File: config.mk
export PLATFORM = sky130hd
export DESIGN_NAME = prbs_lfsr
export DESIGN_NICKNAME = d
export VERILOG_FILES = /design/src/rtl/prbs_lfsr.sv
export SDC_FILE = /design/constraint.sdc
export NUM_CORES = 1
export LEC_CHECK = 0
export CORE_MARGIN = 2
export CORE_UTILIZATION = 45
export DETAILED_ROUTE_END_ITERATION = 7
export PLACE_DENSITY = 0.83
export SLEW_MARGIN = 5
export SYNTH_ARGS = -nofsm -noshare
export SYNTH_HDL_FRONTEND = slang
export SYNTH_SLANG_ARGS = --single-unit
File: constraint.sdc
create_clock -name clk -period 2.35 [get_ports clk]
set_input_delay 0.3525 -clock clk [delete_from_list [all_inputs] [get_ports clk]]
set_output_delay 0.3525 -clock clk [all_outputs]
set_load 0.02 [all_outputs]
File: src/rtl/prbs_lfsr.sv
// Fibonacci PRBS generator with a rejection-sampling front end that returns
// uniformly distributed values in [0, limit) drawn from the LFSR stream.
module prbs_lfsr #(
  parameter int unsigned            WIDTH   = 16,
  parameter logic [WIDTH-1:0]       SEED    = {{(WIDTH-1){1'b0}}, 1'b1},
  parameter int unsigned            RANGE_W = 4
) (
  input  logic               clk,
  input  logic               rst,
  input  logic               shiftEn,
  input  logic               seedLoad,
  input  logic [WIDTH-1:0]   seedIn,
  output logic [WIDTH-1:0]   outSeq,
  output logic               lockup,
  input  logic               reqValid,
  input  logic [RANGE_W-1:0] reqLimit,
  output logic               reqReady,
  output logic               rspValid,
  output logic [RANGE_W-1:0] rspValue,
  output logic               rspErr
);

  // Tap positions as a bit mask, selected by LFSR length.
  localparam logic [31:0] TAPS = (WIDTH == 8)  ? 32'h0000_00B8 :
                                 (WIDTH == 16) ? 32'h0000_B400 :
                                                 32'h8020_0003;

  typedef enum logic {IDLE, SAMPLE} state_e;

  state_e               fsm_q, fsm_d;
  logic [WIDTH-1:0]     lfsr_q, lfsr_d;
  logic [RANGE_W-1:0]   limit_q, limit_d;
  logic [RANGE_W-1:0]   mask_q, mask_d;
  logic [RANGE_W-1:0]   rsp_value_q, rsp_value_d;
  logic                 rsp_valid_q, rsp_valid_d;
  logic                 rsp_err_q, rsp_err_d;
  logic                 lockup_q, lockup_d;

  logic                 fb;
  logic                 sample_step;
  logic [RANGE_W-1:0]   req_mask;
  logic [RANGE_W-1:0]   cand;

  assign fb   = ^(lfsr_q & TAPS[WIDTH-1:0]);
  assign cand = lfsr_q[RANGE_W-1:0] & mask_q;

  // Smear the highest set bit of (limit-1) downward to get 2^k-1.
  always_comb begin
    req_mask = reqLimit - RANGE_W'(1);
    for (int unsigned i = 0; i < RANGE_W; i++) begin
      req_mask = req_mask | (req_mask >> 1);
    end
  end

  always_comb begin
    fsm_d       = fsm_q;
    limit_d     = limit_q;
    mask_d      = mask_q;
    rsp_value_d = rsp_value_q;
    rsp_valid_d = 1'b0;
    rsp_err_d   = 1'b0;
    sample_step = 1'b0;

    case (fsm_q)
      IDLE: begin
        if (reqValid) begin
          if (reqLimit == '0) begin
            rsp_valid_d = 1'b1;
            rsp_err_d   = 1'b1;
            rsp_value_d = '0;
          end else begin
            fsm_d   = SAMPLE;
            limit_d = reqLimit;
            mask_d  = req_mask;
          end
        end
      end
      SAMPLE: begin
        sample_step = 1'b1;
        if (cand < limit_q) begin
          rsp_value_d = cand;
          rsp_valid_d = 1'b1;
          fsm_d       = IDLE;
        end
      end
      default: fsm_d = IDLE;
    endcase
  end

  // A zero seed would lock the LFSR at zero forever, so it is replaced by SEED.
  always_comb begin
    lockup_d = 1'b0;
    if (seedLoad) begin
      if (seedIn == '0) begin
        lfsr_d   = SEED;
        lockup_d = 1'b1;
      end else begin
        lfsr_d = seedIn;
      end
    end else if (sample_step || shiftEn) begin
      lfsr_d = {lfsr_q[WIDTH-2:0], fb};
    end else begin
      lfsr_d = lfsr_q;
    end
  end

  always_ff @(posedge clk or negedge rst) begin
    if (!rst) begin
      fsm_q       <= IDLE;
      lfsr_q      <= SEED;
      limit_q     <= '0;
      mask_q      <= '0;
      rsp_value_q <= '0;
      rsp_valid_q <= 1'b0;
      rsp_err_q   <= 1'b0;
      lockup_q    <= 1'b0;
    end else begin
      fsm_q       <= fsm_d;
      lfsr_q      <= lfsr_d;
      limit_q     <= limit_d;
      mask_q      <= mask_d;
      rsp_value_q <= rsp_value_d;
      rsp_valid_q <= rsp_valid_d;
      rsp_err_q   <= rsp_err_d;
      lockup_q    <= lockup_d;
    end
  end

  assign outSeq   = lfsr_q;
  assign lockup   = lockup_q;
  assign reqReady = (fsm_q == IDLE);
  assign rspValid = rsp_valid_q;
  assign rspValue = rsp_value_q;
  assign rspErr   = rsp_err_q;

endmodule

==> Yosys cells after proc, flatten, opt, wreduce, memory -nomap -nowiden <==
Index checks and enable logic that the tools add are counted.
{ "classes": {"n_eq_ne": 3, "shifts": 0, "magnitude_cmp": 1, "bitwise_logic": 7, "div_mod_pow": 0, "reduce_logical": 7, "mul": 0, "n_addsub": 1, "muxes": 19} }
{ "op_table": {"columns": ["cell", "count"], "rows": [
  ["$mux 16", 3],
  ["$logic_not 16->1", 1],
  ["$or 4x3->4", 4],
  ["$reduce_xor 16->1", 1],
  ["$mux 4", 3],
  ["$mux 1", 10],
  ["$pmux 4 s2", 1],
  ["$reduce_and 3->1", 2],
  ["$and 4x4->4", 1],
  ["$logic_not 4->1", 1],
  ["$lt 4x4->1", 1],
  ["$ne 2x1->1 const B", 2],
  ["$pmux 1 s2", 2],
  ["$sub 4x1->4 const B", 1],
  ["$ne 2x2->1 const B", 1],
  ["$not 1->1", 2],
  ["$reduce_bool 2->1", 1],
  ["$logic_or 1x1->1", 1]
]} }
{ "word_totals": {"ff_bits": 32, "out_inout_bits": 24, "elab_cells": 46, "latchBits": 0, "mem_count": 0, "rom_bits": 0, "ramBits": 0, "input_bits": 25} }

==> Logic depth before layout (Yosys ltp) <==
{ "depth": {"word_depth": 5, "ltp_mapped": 7, "ltp_nobuf": 6} }

==> Worst setup path after synthesis <==
No wires, ideal clock.
{ "synth_timing": {"kind": "register to register", "from": "reg lfsr_q[3], in the netlist outSeq[3]", "to": "reg rsp_value_q[0], in the netlist rspValue[0]", "arrival_ns": 1.761, "required_ns": 2.271, "path_stages_with_launch": 7, "setup_time_ns": 0.079, "period_less_slack_ns": 1.840, "path_buffers": 0, "setup_slack_ns": 0.510, "path_cell_list": "dfrtp_1 > and2_1 > ha_1 > o211ai_2 > a31oi_2 > a2111oi_4 > mux2i_1"} }
{ "synth_between": {"elab_chain_len": 4} }
{ "synth_lines": {"columns": ["element", "line_no", "text"], "rows": [
  ["from (decl)", "31", "logic [WIDTH-1:0] lfsr_q, lfsr_d;"],
  ["from (signal assigned)", "119", "lfsr_q <= lfsr_d;"],
  ["$and 4x4->4", "45", "assign cand = lfsr_q[RANGE_W-1:0] & mask_q;"],
  ["$lt 4x4->1", "80", "if (cand < limit_q) begin"],
  ["$ne 2x1->1 (no source line)", null, null],
  ["$reduce_and 3->1 (no source line)", null, null],
  ["to (signal assigned)", "122", "rsp_value_q <= rsp_value_d;"],
  ["to (decl)", "34", "logic [RANGE_W-1:0] rsp_value_q, rsp_value_d;"]
]} }
Every way passes these cells.
A chain may end at the register's enable or synchronous reset.

==> Worst setup path in the final report <==
{ "layout_timing": {"from": "reg fsm_q", "to": "out reqReady"} }
{ "layout_between": {"elab_chain_len": 1} }
{ "layout_lines": {"columns": ["element", "line_no", "text"], "rows": [
  ["from (decl)", "30", "state_e fsm_q, fsm_d;"],
  ["from (signal assigned)", "118", "fsm_q <= fsm_d;"],
  ["$not 1->1 (no source line)", null, null],
  ["to (decl)", "17", "output logic reqReady,"]
]} }
Every way passes these cells.

==> impl_metrics.env <==
export IMPL_power_leakage_uw=0.000960
export IMPL_fin_area_sq_mm=0.00221
export IMPL_vdd_ir_drop_worst_mv=0.404
export IMPL_power_density_mw_per_mm2=963
export IMPL_htree_levels=2
export IMPL_place_congestion=0.779
export IMPL_rrSetupSlack_ps=420
export IMPL_drtIter0Drc=36
export IMPL_gr_usage_met3_pct=3.17
export IMPL_use_met1_pct=24.4
export IMPL_dp_hpwl_um=2960
export IMPL_yosysWarnings=0
export IMPL_synth_edf_count=0
export IMPL_grt_max_degree=33
export IMPL_maxSlewViolCount=0
export IMPL_pin_count=49
export IMPL_synth_top_area_share_pct=47.5
export IMPL_vias=1316
export IMPL_cp_max_fo=10
export IMPL_syn_nets=187
export IMPL_numCtsBuffers=5
export IMPL_synth_area_leader_cell="dfrtp_1"
export IMPL_via_per_inst=5.14
export IMPL_grt_busiest_layer="met2"
export IMPL_syn_area_per_cell_sq_um=10.4
export IMPL_syn_to_final_growth_pct=35.6
export IMPL_drtAntennaViolNets=0
export IMPL_dieArea_sq_mm=0.00413
export IMPL_fin_tns_setup_ps=0
export IMPL_cts_tree="built"
export IMPL_ys_top_cells_by_area="dfrtp_1 (48%), mux2i_1 (12%), nand2_1 (6.0%)"
export IMPL_wire_per_inst_um=15.1
export IMPL_clockRootBuffer="clkbuf_4"
export IMPL_postPlaceCellArea_sq_mm=0.00216
export IMPL_finalSetupViolCount=0
export IMPL_status="finished clean"
export IMPL_synth_most_common_cell="dfrtp_1"
export IMPL_netlist_instances=157
export IMPL_die_width_um=64.2
export IMPL_drc=0
export IMPL_grt_pass1_wl_um=6340
export IMPL_netlist_top_cells_count="dfrtp_1 (31), nand2_1 (26), mux2i_1 (20)"
export IMPL_yosysSeqAreaShare_pct=49.1
export IMPL_post_route_util_pct=64.8
export IMPL_criticalPathCategory="reg2out"
export IMPL_worst_slew_pin_slew_ps=560
export IMPL_synth_cell_types=35
export IMPL_cts_sinks=32
export IMPL_diodes=0
export IMPL_max_clock_freq_ghz=0.488
export IMPL_cap_violations=0
export IMPL_preCtsSetupSlack_ps=156
export IMPL_postCtsResizedCells=0
export IMPL_grtUsageMet2_pct=35.0
export IMPL_initial_utilization_pct=47.8
export IMPL_crit_path_start_kind="flop"
export IMPL_grt_overflow=0
export IMPL_setup_ws_ps=303
export IMPL_totalWireLength_um=3860
export IMPL_die_y_um=64.2
export IMPL_ys_ff_latch=32
export IMPL_finalCritPeriodShare_pct=87.1
export IMPL_ys_async_sr_fraction_pct=100
export IMPL_timing_rr_end="rspValue[2]$_DFFE_PN0P_"
export IMPL_rows=21
export IMPL_worstSetupEndpointType="output port"
export IMPL_clkTransAtPathRegs_ps=100
export IMPL_worst_skew_pair_late_latency_ps=340
export IMPL_grt_total_usage_pct=20.3
export IMPL_placed_cells=248
export IMPL_antenna_found_initial=0
export IMPL_rsz0062_at_grt="no"
export IMPL_nets=239
export IMPL_r2r_start="outSeq[1]$_DFFE_PN0P_"
export IMPL_grt_pass1_vias=1367
export IMPL_cp_required_ps=2000
export IMPL_hold_viol=0
export IMPL_ctsHoldBuffers=0
export IMPL_synth_flop_cell="dfrtp_1"
export IMPL_drive_above_1_share_pct=8.10
export IMPL_slew_headroom_pct=62.6
export IMPL_first_pass_iters=5
export IMPL_stdcell_count=256
export IMPL_rr_worst_depth=6
export IMPL_clock_skew_ps=10.6
export IMPL_io_buffers=48
export IMPL_synth_area_sq_mm=0.00163
export IMPL_core_area_sq_mm=0.00342
export IMPL_crit_arrival_ps=1690
export IMPL_hp_class="in2async"
export IMPL_post_cts_buffers=0
export IMPL_cts_buffer_depth=2
export IMPL_period_needed_ps=2050
-- flip-flops by register name, summed over array words and instances (netlist names) --
| name | cells |
|---|---|
| fsm_q | 1 |
| limit_q | 4 |
| lockup | 1 |
| mask_q | 4 |
| outSeq | 16 |
| rspErr | 1 |
| rspValid | 1 |
| rspValue | 4 |
-- cell usage in the layout (no fill, tap or decap), types with 2 or more instances in the layout --
master | synthesis | final
clkdlybuf4s50_1 | 0 | 48
dfrtp_1 | 31 | 31
nand2_1 | 26 | 26
mux2i_1 | 20 | 20
o21ai_0 | 19 | 19
inv_1 | 10 | 10
nor2_1 | 5 | 5
ha_1 | 5 | 5
clkbuf_4 | 0 | 5
nor4_1 | 4 | 4
and2_1 | 3 | 3
xor2_1 | 3 | 3
buf_4 | 2 | 3
a21oi_1 | 2 | 2
xnor2_1 | 2 | 2
nor3_1 | 2 | 2
clkbuf_1 | 3 | 2
-- power breakdown --
part           leakage, uW  internal [uW]  switching (uW)
registers         0.000386            703             121
clock network    0.0000326            147             184
logic             0.000541            474             504
total             0.000960           1320             809
-- area by class of cell --
type	count	area [sq um]
clock buffers	8	58.8
fillers	292	1200
inverters	10	37.5
multi-input cells	109	756
flip-flops and latches	32	802
well taps	46	57.6
repair buffers	51	503
-- worst max-delay path: stages, from the launching register on --
cell             delay [ps]
dfrtp_1                 520
inv_1                   200
clkdlybuf4s50_1         630
-- cells by family after synthesis --
logic type | Yosys count | synth area share (%)
DFF | 32 | 49.1
xor gates and xnor gates | 5 | 2.68
AOI/OAI and AO/OA | 30 | 12.7
and+or+nand+nor | 48 | 14.1
buffers and inverters | 16 | 4.60
muxes | 21 | 13.0
adders and majority gates | 5 | 3.83
-- worst max path at each step --
stage                                          to  slack, ps             startpoint
final                                    reqReady        300        fsm_q$_DFF_PN0_
after global routing                     reqReady        260        fsm_q$_DFF_PN0_
after CTS                                reqReady        310        fsm_q$_DFF_PN0_
after detailed placement    mask_q[0]$_DFFE_PN0P_        160            reqLimit[1]
after global placement      mask_q[0]$_DFFE_PN0P_        400            reqLimit[0]
after floorplan           rspValue[0]$_DFFE_PN0P_        510  outSeq[3]$_DFFE_PN0P_
-- per-stage QoR --
| stage | power, uW | hold slack [ps] |
|---|---|---|
| 3_3_place_gp | 1760 | 504 |
| 6_report | 2130 | 396 |
| 3_5_place_dp | 1810 | 505 |
| 5_1_grt | 2250 | 429 |
| 4_1_cts | 2140 | 416 |
| 2_1_floorplan | 1450 | 56.9 |
-- metal layers --
| metal | part of all wire [%] | vias to the layer above |
|---|---|---|
| met5 | 0 | - |
| met4 | 2.3 | 0 |
| met3 | 3.2 | 7 |
| met2 | 52 | 30 |
| met1 | 42 | 635 |
| li1 | - | 644 |
Note: power is estimated with default switching activity, not from simulation.
